File: config.mk
export PLATFORM = sky130hd
export DESIGN_NAME = fwd_bypass_unit
export DESIGN_NICKNAME = d
export VERILOG_FILES = /design/src/rtl/fwd_bypass_unit.sv
export SDC_FILE = /design/constraint.sdc
export NUM_CORES = 1
export LEC_CHECK = 0
export CAP_MARGIN = 40
export CORE_UTILIZATION = 34
export CTS_CLUSTER_DIAMETER = 60
export DETAILED_ROUTE_END_ITERATION = 8
export PLACE_DENSITY = 0.78
export SKIP_CTS_REPAIR_TIMING = 1
export SYNTH_ARGS = -nofsm -noshare
export SYNTH_HDL_FRONTEND = slang
export SYNTH_SLANG_ARGS = --single-unit
export TNS_END_PERCENT = 30
File: constraint.sdc
create_clock -name clk -period 2.6 [get_ports clk]
set_input_delay 0.52 -clock clk [delete_from_list [all_inputs] [get_ports clk]]
set_output_delay 0.52 -clock clk [all_outputs]
set_load 0.01 [all_outputs]
File: src/rtl/fwd_bypass_unit.sv
// EX-stage operand forwarding: tracks the last NStages producers and picks the
// youngest matching result per source operand; also flags load-use hazards.
module fwd_bypass_unit #(
  parameter int NBits   = 32,
  parameter int NStages = 2
) (
  input  logic                     clk,
  input  logic                     reset,
  input  logic                     Hold,
  input  logic                     Ex_Valid,
  input  logic                     Ex_RegWrite,
  input  logic                     Ex_MemRead,
  input  logic [4:0]               Ex_Rd,
  input  logic [4:0]               Ex_Rs,
  input  logic [4:0]               Ex_Rt,
  input  logic [4:0]               Id_Rs,
  input  logic [4:0]               Id_Rt,
  input  logic [NBits-1:0]         Rs_RegFile_Data,
  input  logic [NBits-1:0]         Rt_RegFile_Data,
  input  logic [NStages*NBits-1:0] Stage_Result,
  output logic [NBits-1:0]         Rs_Operand,
  output logic [NBits-1:0]         Rt_Operand,
  output logic [2:0]               Rs_Sel,
  output logic [2:0]               Rt_Sel,
  output logic                     Load_Use_Stall,
  output logic                     Hazard_Error,
  output logic [15:0]              Fwd_Count
);

  logic [NStages-1:0] ent_v;
  logic [NStages-1:0] ent_rw;
  logic [4:0]         ent_rd [NStages];
  // Load data only matters while the load sits in stage 0, so older MR bits are not kept.
  logic               ent0_mr;
  logic               load_hit;
  logic               any_fwd;

  always_ff @(posedge clk or negedge reset) begin
    if (!reset) begin
      ent_v   <= '0;
      ent_rw  <= '0;
      ent0_mr <= 1'b0;
      for (int k = 0; k < NStages; k++) ent_rd[k] <= '0;
    end else if (!Hold) begin
      ent_v[0]  <= Ex_Valid;
      ent_rw[0] <= Ex_RegWrite;
      ent0_mr   <= Ex_MemRead;
      ent_rd[0] <= Ex_Rd;
      for (int k = 1; k < NStages; k++) begin
        ent_v[k]  <= ent_v[k-1];
        ent_rw[k] <= ent_rw[k-1];
        ent_rd[k] <= ent_rd[k-1];
      end
    end
  end

  // Walk oldest to youngest so the youngest producer overwrites the selection.
  always_comb begin
    Rs_Sel = '0;
    Rt_Sel = '0;
    for (int k = NStages - 1; k >= 0; k--) begin
      if (ent_v[k] && ent_rw[k] && (ent_rd[k] != 5'd0)) begin
        if (ent_rd[k] == Ex_Rs) Rs_Sel = 3'(k + 1);
        if (ent_rd[k] == Ex_Rt) Rt_Sel = 3'(k + 1);
      end
    end
  end

  always_comb begin
    Rs_Operand = Rs_RegFile_Data;
    Rt_Operand = Rt_RegFile_Data;
    for (int k = 0; k < NStages; k++) begin
      if (Rs_Sel == 3'(k + 1)) Rs_Operand = Stage_Result[k*NBits +: NBits];
      if (Rt_Sel == 3'(k + 1)) Rt_Operand = Stage_Result[k*NBits +: NBits];
    end
  end

  assign load_hit = ent0_mr && ((Rs_Sel == 3'd1) || (Rt_Sel == 3'd1));
  assign any_fwd  = (Rs_Sel != 3'd0) || (Rt_Sel != 3'd0);

  assign Load_Use_Stall = reset && Ex_Valid && Ex_MemRead && (Ex_Rd != 5'd0) &&
                          ((Ex_Rd == Id_Rs) || (Ex_Rd == Id_Rt));

  always_ff @(posedge clk or negedge reset) begin
    if (!reset) begin
      Hazard_Error <= 1'b0;
      Fwd_Count    <= '0;
    end else begin
      if (load_hit) Hazard_Error <= 1'b1;
      if (any_fwd && (Fwd_Count != 16'hFFFF)) Fwd_Count <= Fwd_Count + 16'd1;
    end
  end

endmodule

* Yosys cells after proc, flatten, opt, wreduce, memory -nomap -nowiden
Index checks and enable logic that the tools add are counted.
Widths: inputs -> output; s select.
** Word-level totals
- Register bits :: 32
- Input port bits :: 159
- Logic and storage cells :: 49
** Cells by class
- Add/subtract/negate cells :: 1
- Eq/ne operators :: 11
- Multiplexer cells :: 12
- Reduce and logical (&&, ||, !) cells :: 18
** Operator list (number)
- $mux 32 :: 4
- $eq 5x5->1 :: 6
- $add 16x1->16 const B :: 1
- $ne 16x16->1 const B :: 1
- $reduce_bool 5->1 :: 3
- $mux 3 :: 4
- $logic_and 1x1->1 :: 10
- $mux 2 :: 4
- $eq 3x1->1 const B :: 2
- $eq 3x2->1 const B :: 2
- $reduce_bool 3->1 :: 2
- $logic_or 1x1->1 :: 3

* Depth between registers and ports, before layout
- Depth after elaboration :: 8
- Gate-level depth with buffers :: 8

* Worst setup path after synthesis
Ideal clock, no wire load.
- Kind :: input-to-output
- From :: input port Ex_Rt[3]
- To :: output port Rt_Operand[22]
- Data arrival time :: 2017 ps
- Data required time :: 2080 ps
- Slack :: 63 ps
- Stages on the path :: 8
- Path buffers :: 3
- Path through :: xor2_1 -> nor4_1 -> and3_1 -> clkbuf_1 -> clkbuf_1 -> clkbuf_1 -> nand2_1 -> o21ai_0
** On the way
- Elaborated cells on any way between the ends :: 10
- Classes of those cells :: eq/ne: 4; mux: 6
** RTL lines
- start: declaration :: RTL line 15 : input logic [4:0] Ex_Rt,
- $eq 5x5->1 * :: RTL line 64 : if (ent_rd[k] == Ex_Rt) Rt_Sel = 3'(k + 1);
- $mux 3 * :: RTL line 64
- $mux 3 * :: RTL line 62 : if (ent_v[k] && ent_rw[k] && (ent_rd[k] != 5'd0)) begin
- named net Rt_Sel[0] :: RTL line 24 : output logic [2:0] Rt_Sel,
- $eq 3x1->1 :: RTL line 74 : if (Rt_Sel == 3'(k + 1)) Rt_Operand = Stage_Result[k*NBits +: NBits];
- $mux 32 :: RTL line 74
- $mux 32 * :: RTL line 74
- end: declaration :: RTL line 22 : output logic [NBits-1:0] Rt_Operand,
The timed path passes the listed nets; every way through them passes the cells marked *.

* Worst setup path in the final report
- From :: input port Ex_Rs[0]
- To :: output port Rs_Operand[30]
** On the way
- Cells in the longest elaborated chain, start to end :: 8
- Elaborated cells on any way between the ends :: 10
- Classes of those cells :: eq/ne: 4; mux: 6
** Ends and longest elaborated chain
- start: declaration :: RTL line 14 : input logic [4:0] Ex_Rs,
- $eq 5x5->1 :: RTL line 63 : if (ent_rd[k] == Ex_Rs) Rs_Sel = 3'(k + 1);
- $mux 2 :: RTL line 63
- $mux 2 :: RTL line 62
- $mux 3 :: RTL line 63
- $mux 3 * :: RTL line 62
- $eq 3x1->1 :: RTL line 73 : if (Rs_Sel == 3'(k + 1)) Rs_Operand = Stage_Result[k*NBits +: NBits];
- $mux 32 :: RTL line 73
- $mux 32 * :: RTL line 73
- end: declaration :: RTL line 21 : output logic [NBits-1:0] Rs_Operand,
Mark *: on every way between the ends. The rest lies on a longest branch, timed or not.

==> results by stage <==
GRT:
- Across every metal layer, demand over resource in global routing totals 24.7%.
- The via count of the first global-routing pass came to 3954.
- The first global-routing pass estimated between 15 and 20 mm of wire.
- For this run the aggregate overflow at the end of global routing stands at 0.
- Entering global routing, the biggest net connects 45 pins.
- The initial antenna violation count is 0.

Power and ir drop:
- The worst vdd rail ir drop is 0.435 mV.
- The static leakage is 2.65 nW.
- The power per cell area is 323 mW/mm2.
- The overall power consumption is 2.04 mW.

Floorplanning:
- The floorplan step set the die width to 98.8 um.
- The floorplan step defined a core boundary enclosing between 0.008 and 0.009 mm2.
- The top-level I/O count is 247.
- The initial utilization of the core area, before any placement, comes to 35.8%.
- The floorplan has 34 rows.
- The die covers between 0.009 and 0.01 mm2.
- The floorplan die height is roughly 99 um.

Synthesis:
- The main combinational cell family by area after synthesis is multiplexers.
- The leading cell type by number of instances after synthesis is nand2_1.
- The average instance area after synthesis is about 8.1 um2.
- The flip-flop and latch count after synthesis is 32.
- Summing the sequential cell areas from Yosys gives 25.2% of the chip area.
- The prevailing post-synth register cell is dfrtp_1.
- In the synthesized netlist, mux cells make up 25.8% of the area.
- By area the synthesized netlist is led by dfrtp_1 (25%), mux2i_1 (20%), nand2_1 (8.6%).
- The cell taking the most area after synthesis is dfrtp_1.
- The cell area after synthesis is between 0.003 and 0.004 mm2.
- Of the total synthesized cell area, the portion taken by AND, OR, NAND and NOR gates is approximately 18%.
- The top-area cell type share of the netlist area is roughly 25%.
- In the synthesized netlist, the number of instances is 391.
- Counting flops with an async set or reset pin after synthesis yields a share of 100%.
- Counting distinct cell types in the post-synthesis netlist gives 34.
- Summing the areas of all compound-gate instances in the mapped netlist gives ~15% of the synthesized area.
- For this run, the number of Yosys warnings is 0.
- By count the netlist is led by nand2_1 (73), mux2i_1 (64), o21ai_1 (39), dfrtp_1 (32), xor2_1 (28).
- The number of enable flip-flop cells after synthesis is 0.
- Summing the areas of all fa, ha and maj instances in the mapped netlist gives 0.393% of the synthesized area.
- The parity-gate share of the synthesized area counting xor and xnor cells is 11.3%.

Place:
- The placed standard-cell area is 0.00600 mm2.
- The HPWL after detailed placement is 10.0 mm.
- At the placement stage, the worst setup path has a slack of -864 ps.
- Routability-driven placement finished with a final weighted congestion of 0.900.
- Port buffering added 244 buffers.

Timing:
- Setup violations remaining at the end of the flow were counted as 67.
- The worst setup slack after layout is -506 ps.
- The maximum clock frequency is 322 MHz.
- The count of pins over their slew limit is 0.
- The worst clock skew on the final layout is 5.22 ps.
- The part of the cycle the worst path needs is 119%.
- Setup repair after global routing could not meet its margin everywhere.
- The worst path in the final design needs a cycle of 3110 ps, including I/O delays and setup.
- The total count of hold-check failures in the final report is 0.

Worst setup path:
- Traced cell by cell, the critical path runs through clkdlybuf4s50_1 > buf_4 > nand2b_1 > o2111ai_2 > nor4_4 > buf_4 > buf_6 > buf_12 > mux2i_1 > o21ai_1 > buf_2.
- The capturing point of the worst reg2reg path is Fwd_Count[12].
- The number of cells traversed by the worst register-to-register path is 9.
- Along the worst path, the maximum fanout reaches 5.
- The category of the most critical setup path is input port to output pin.
- The cell repeated most along the worst path is buf_4.
- The worst register-to-register path begins at ent_rd[2].
- The cell family contributing the most delay on the critical path is buffers and inverters.
- The largest individual stage delay along the critical path comes from the cell clkdlybuf4s50_1.
- STA classifies the critical path startpoint as an input port.
- The delay of the slowest critical-path stage is 460 ps.
- Data on the critical path arrives at its endpoint at 2590 ps.
- The count of buffer and inverter cells on the critical path is 6.
- The category of the worst setup path capture point is an output pin.
- Across all register-to-register paths, the minimum setup slack is 70 ps.
- The required time reported for the critical path endpoint is 2080 ps.

Clock tree:
- After clock tree synthesis, the clock-pin slew on the worst setup and hold paths is 70 ps.
- The clock sink count is 32.
- The clock tree from TritonCTS is built.
- The clock root buffer master is clkbuf_8.
- The clock latency of the later-clocked register in the worst-skew pair is 290 ps.
- The H-tree was split into 2 levels.
- Counting along the longest clock path gives a buffer depth of 2.
- The number of buffers added by the clock tree synthesis step is 5.

Route:
- Dividing the detail-routed via count by the number of cells gives 5.20.
- After detailed routing, the average wire length per cell comes to 18.3 um.
- The first TritonRoute pass finished after 4 iterations.
- The count of nets left with antenna violations once routing finished came out at 0.
- The routed wire length is between 10 and 15 mm.
- The violation count after the first detailed-routing iteration is 163.
- The remaining routing DRC violations is 0.
- For this block, the via count after detailed routing is about 4000.

Outcome:
- The run finished, with violations left.
- The final reports fail on negative setup slack.

Min path:
- The worst hold path belongs to the class flop to flop.
- The beginning of the worst hold path is Fwd_Count[15].
- The terminating pin of the worst hold path is Fwd_Count[15].
- The cell depth of the worst min-delay path is 1.

Cells and area:
- Cells with a size suffix above 1 make up 23.7% of the layout.
- The area of all placed cells without fillers is 0.00632 mm2.
- The area growth from synthesis to layout is 98.5%.
- 0 antenna diodes ended up in the layout.
- The number of nets in the layout is around 830.

Flow run:
- Max-cap violations in this run came to 0.
## metal layers
metal  vias up  track usage (%)  share of wire (%)
li1       1942                -                  -
met2       187             46.2                 51
met4         0             6.43                2.5
met5         -                0                  0
met1      1909             29.2                 41
met3        25             3.76                5.6
## flip-flops by register name (all words and copies together) (netlist names)
signal / cells
Fwd_Count: 16
ent_rd: 10
ent_rw: 2
ent_v: 2
Hazard_Error: 1
ent0_mr: 1
## where the power goes
| group | switching, mW | internal [mW] | total [mW] |
|---|---|---|---|
| clock network | 0.200 | 0.283 | 0.483 |
| logic | 0.375 | 0.559 | 0.934 |
| registers | 0.0661 | 0.558 | 0.624 |
| total | 0.641 | 1.40 | 2.04 |
## worst max path at each step
stage	slack [ps]	cells after the start	to	start
floorplan	60	8	Rt_Operand[22]	Ex_Rt[3]
global placement	-810	8	Rs_Operand[19]	Ex_Rs[3]
detailed placement	-860	8	Rs_Operand[23]	Ex_Rs[3]
CTS	-880	8	Rs_Operand[23]	Ex_Rs[3]
global route	-560	11	Rs_Operand[30]	Ex_Rs[0]
finish	-510	11	Rs_Operand[30]	Ex_Rs[0]
## metrics by stage
step | cells | setup TNS (ps) | hold slack, ps | util [%]
5_1_grt | 782 | -28860 | 505 | 71.1
3_3_place_gp | 754 | -55410 | 454 | 67.4
3_5_place_dp | 754 | -58300 | 483 | 67.4
6_report | 782 | -23350 | 494 | 71.1
2_1_floorplan | 392 | 0 | 224 | -
4_1_cts | 762 | -54450 | 495 | 68.7
## cell type report
cell class / instances / area (um2)
well taps: 108 / 135
clock inverters: 3 / 42.5
multi-input cells: 329 / 2350
fillers: 693 / 2570
inverters: 3 / 11.3
flip-flops and latches: 32 / 802
repair buffers: 302 / 2910
clock buffers: 5 / 68.8
## kinds of logic after synthesis
family	Yosys count
AOI/OAI and AO/OA	84
xor gates and xnor gates	41
adders and majority gates	1
buffers and inverters	31
DFF	32
muxes	80
other	1
and+or+nand+nor	121
## layout by cell type (no fill, tap or decap), types with 2 or more instances in the layout
cell and instances:
clkdlybuf4s50_1 168, nand2_1 72, mux2i_1 60, o21ai_1 57
buf_4 39, buf_2 38, dfrtp_1 31, xor2_1 28
dlymetal6s2s_1 23, mux2_2 16, clkbuf_2 15, xnor2_1 10
o21ai_0 9, nand3_1 9, nor3_1 7, buf_12 7
clkbuf_16 7, nor2_1 5, a21oi_1 5, nand4_1 5
a211oi_2 5, clkbuf_8 5, nand2b_1 4, mux2i_2 4
inv_1 3, nor2b_1 3, xnor2_2 3, buf_6 3
nor4_2 2, nor4_4 2, nor2b_2 2, nor4_1 2
a21boi_0 2, conb_1 2, buf_8 2
No activity file was read; power rests on OpenSTA's default activity.
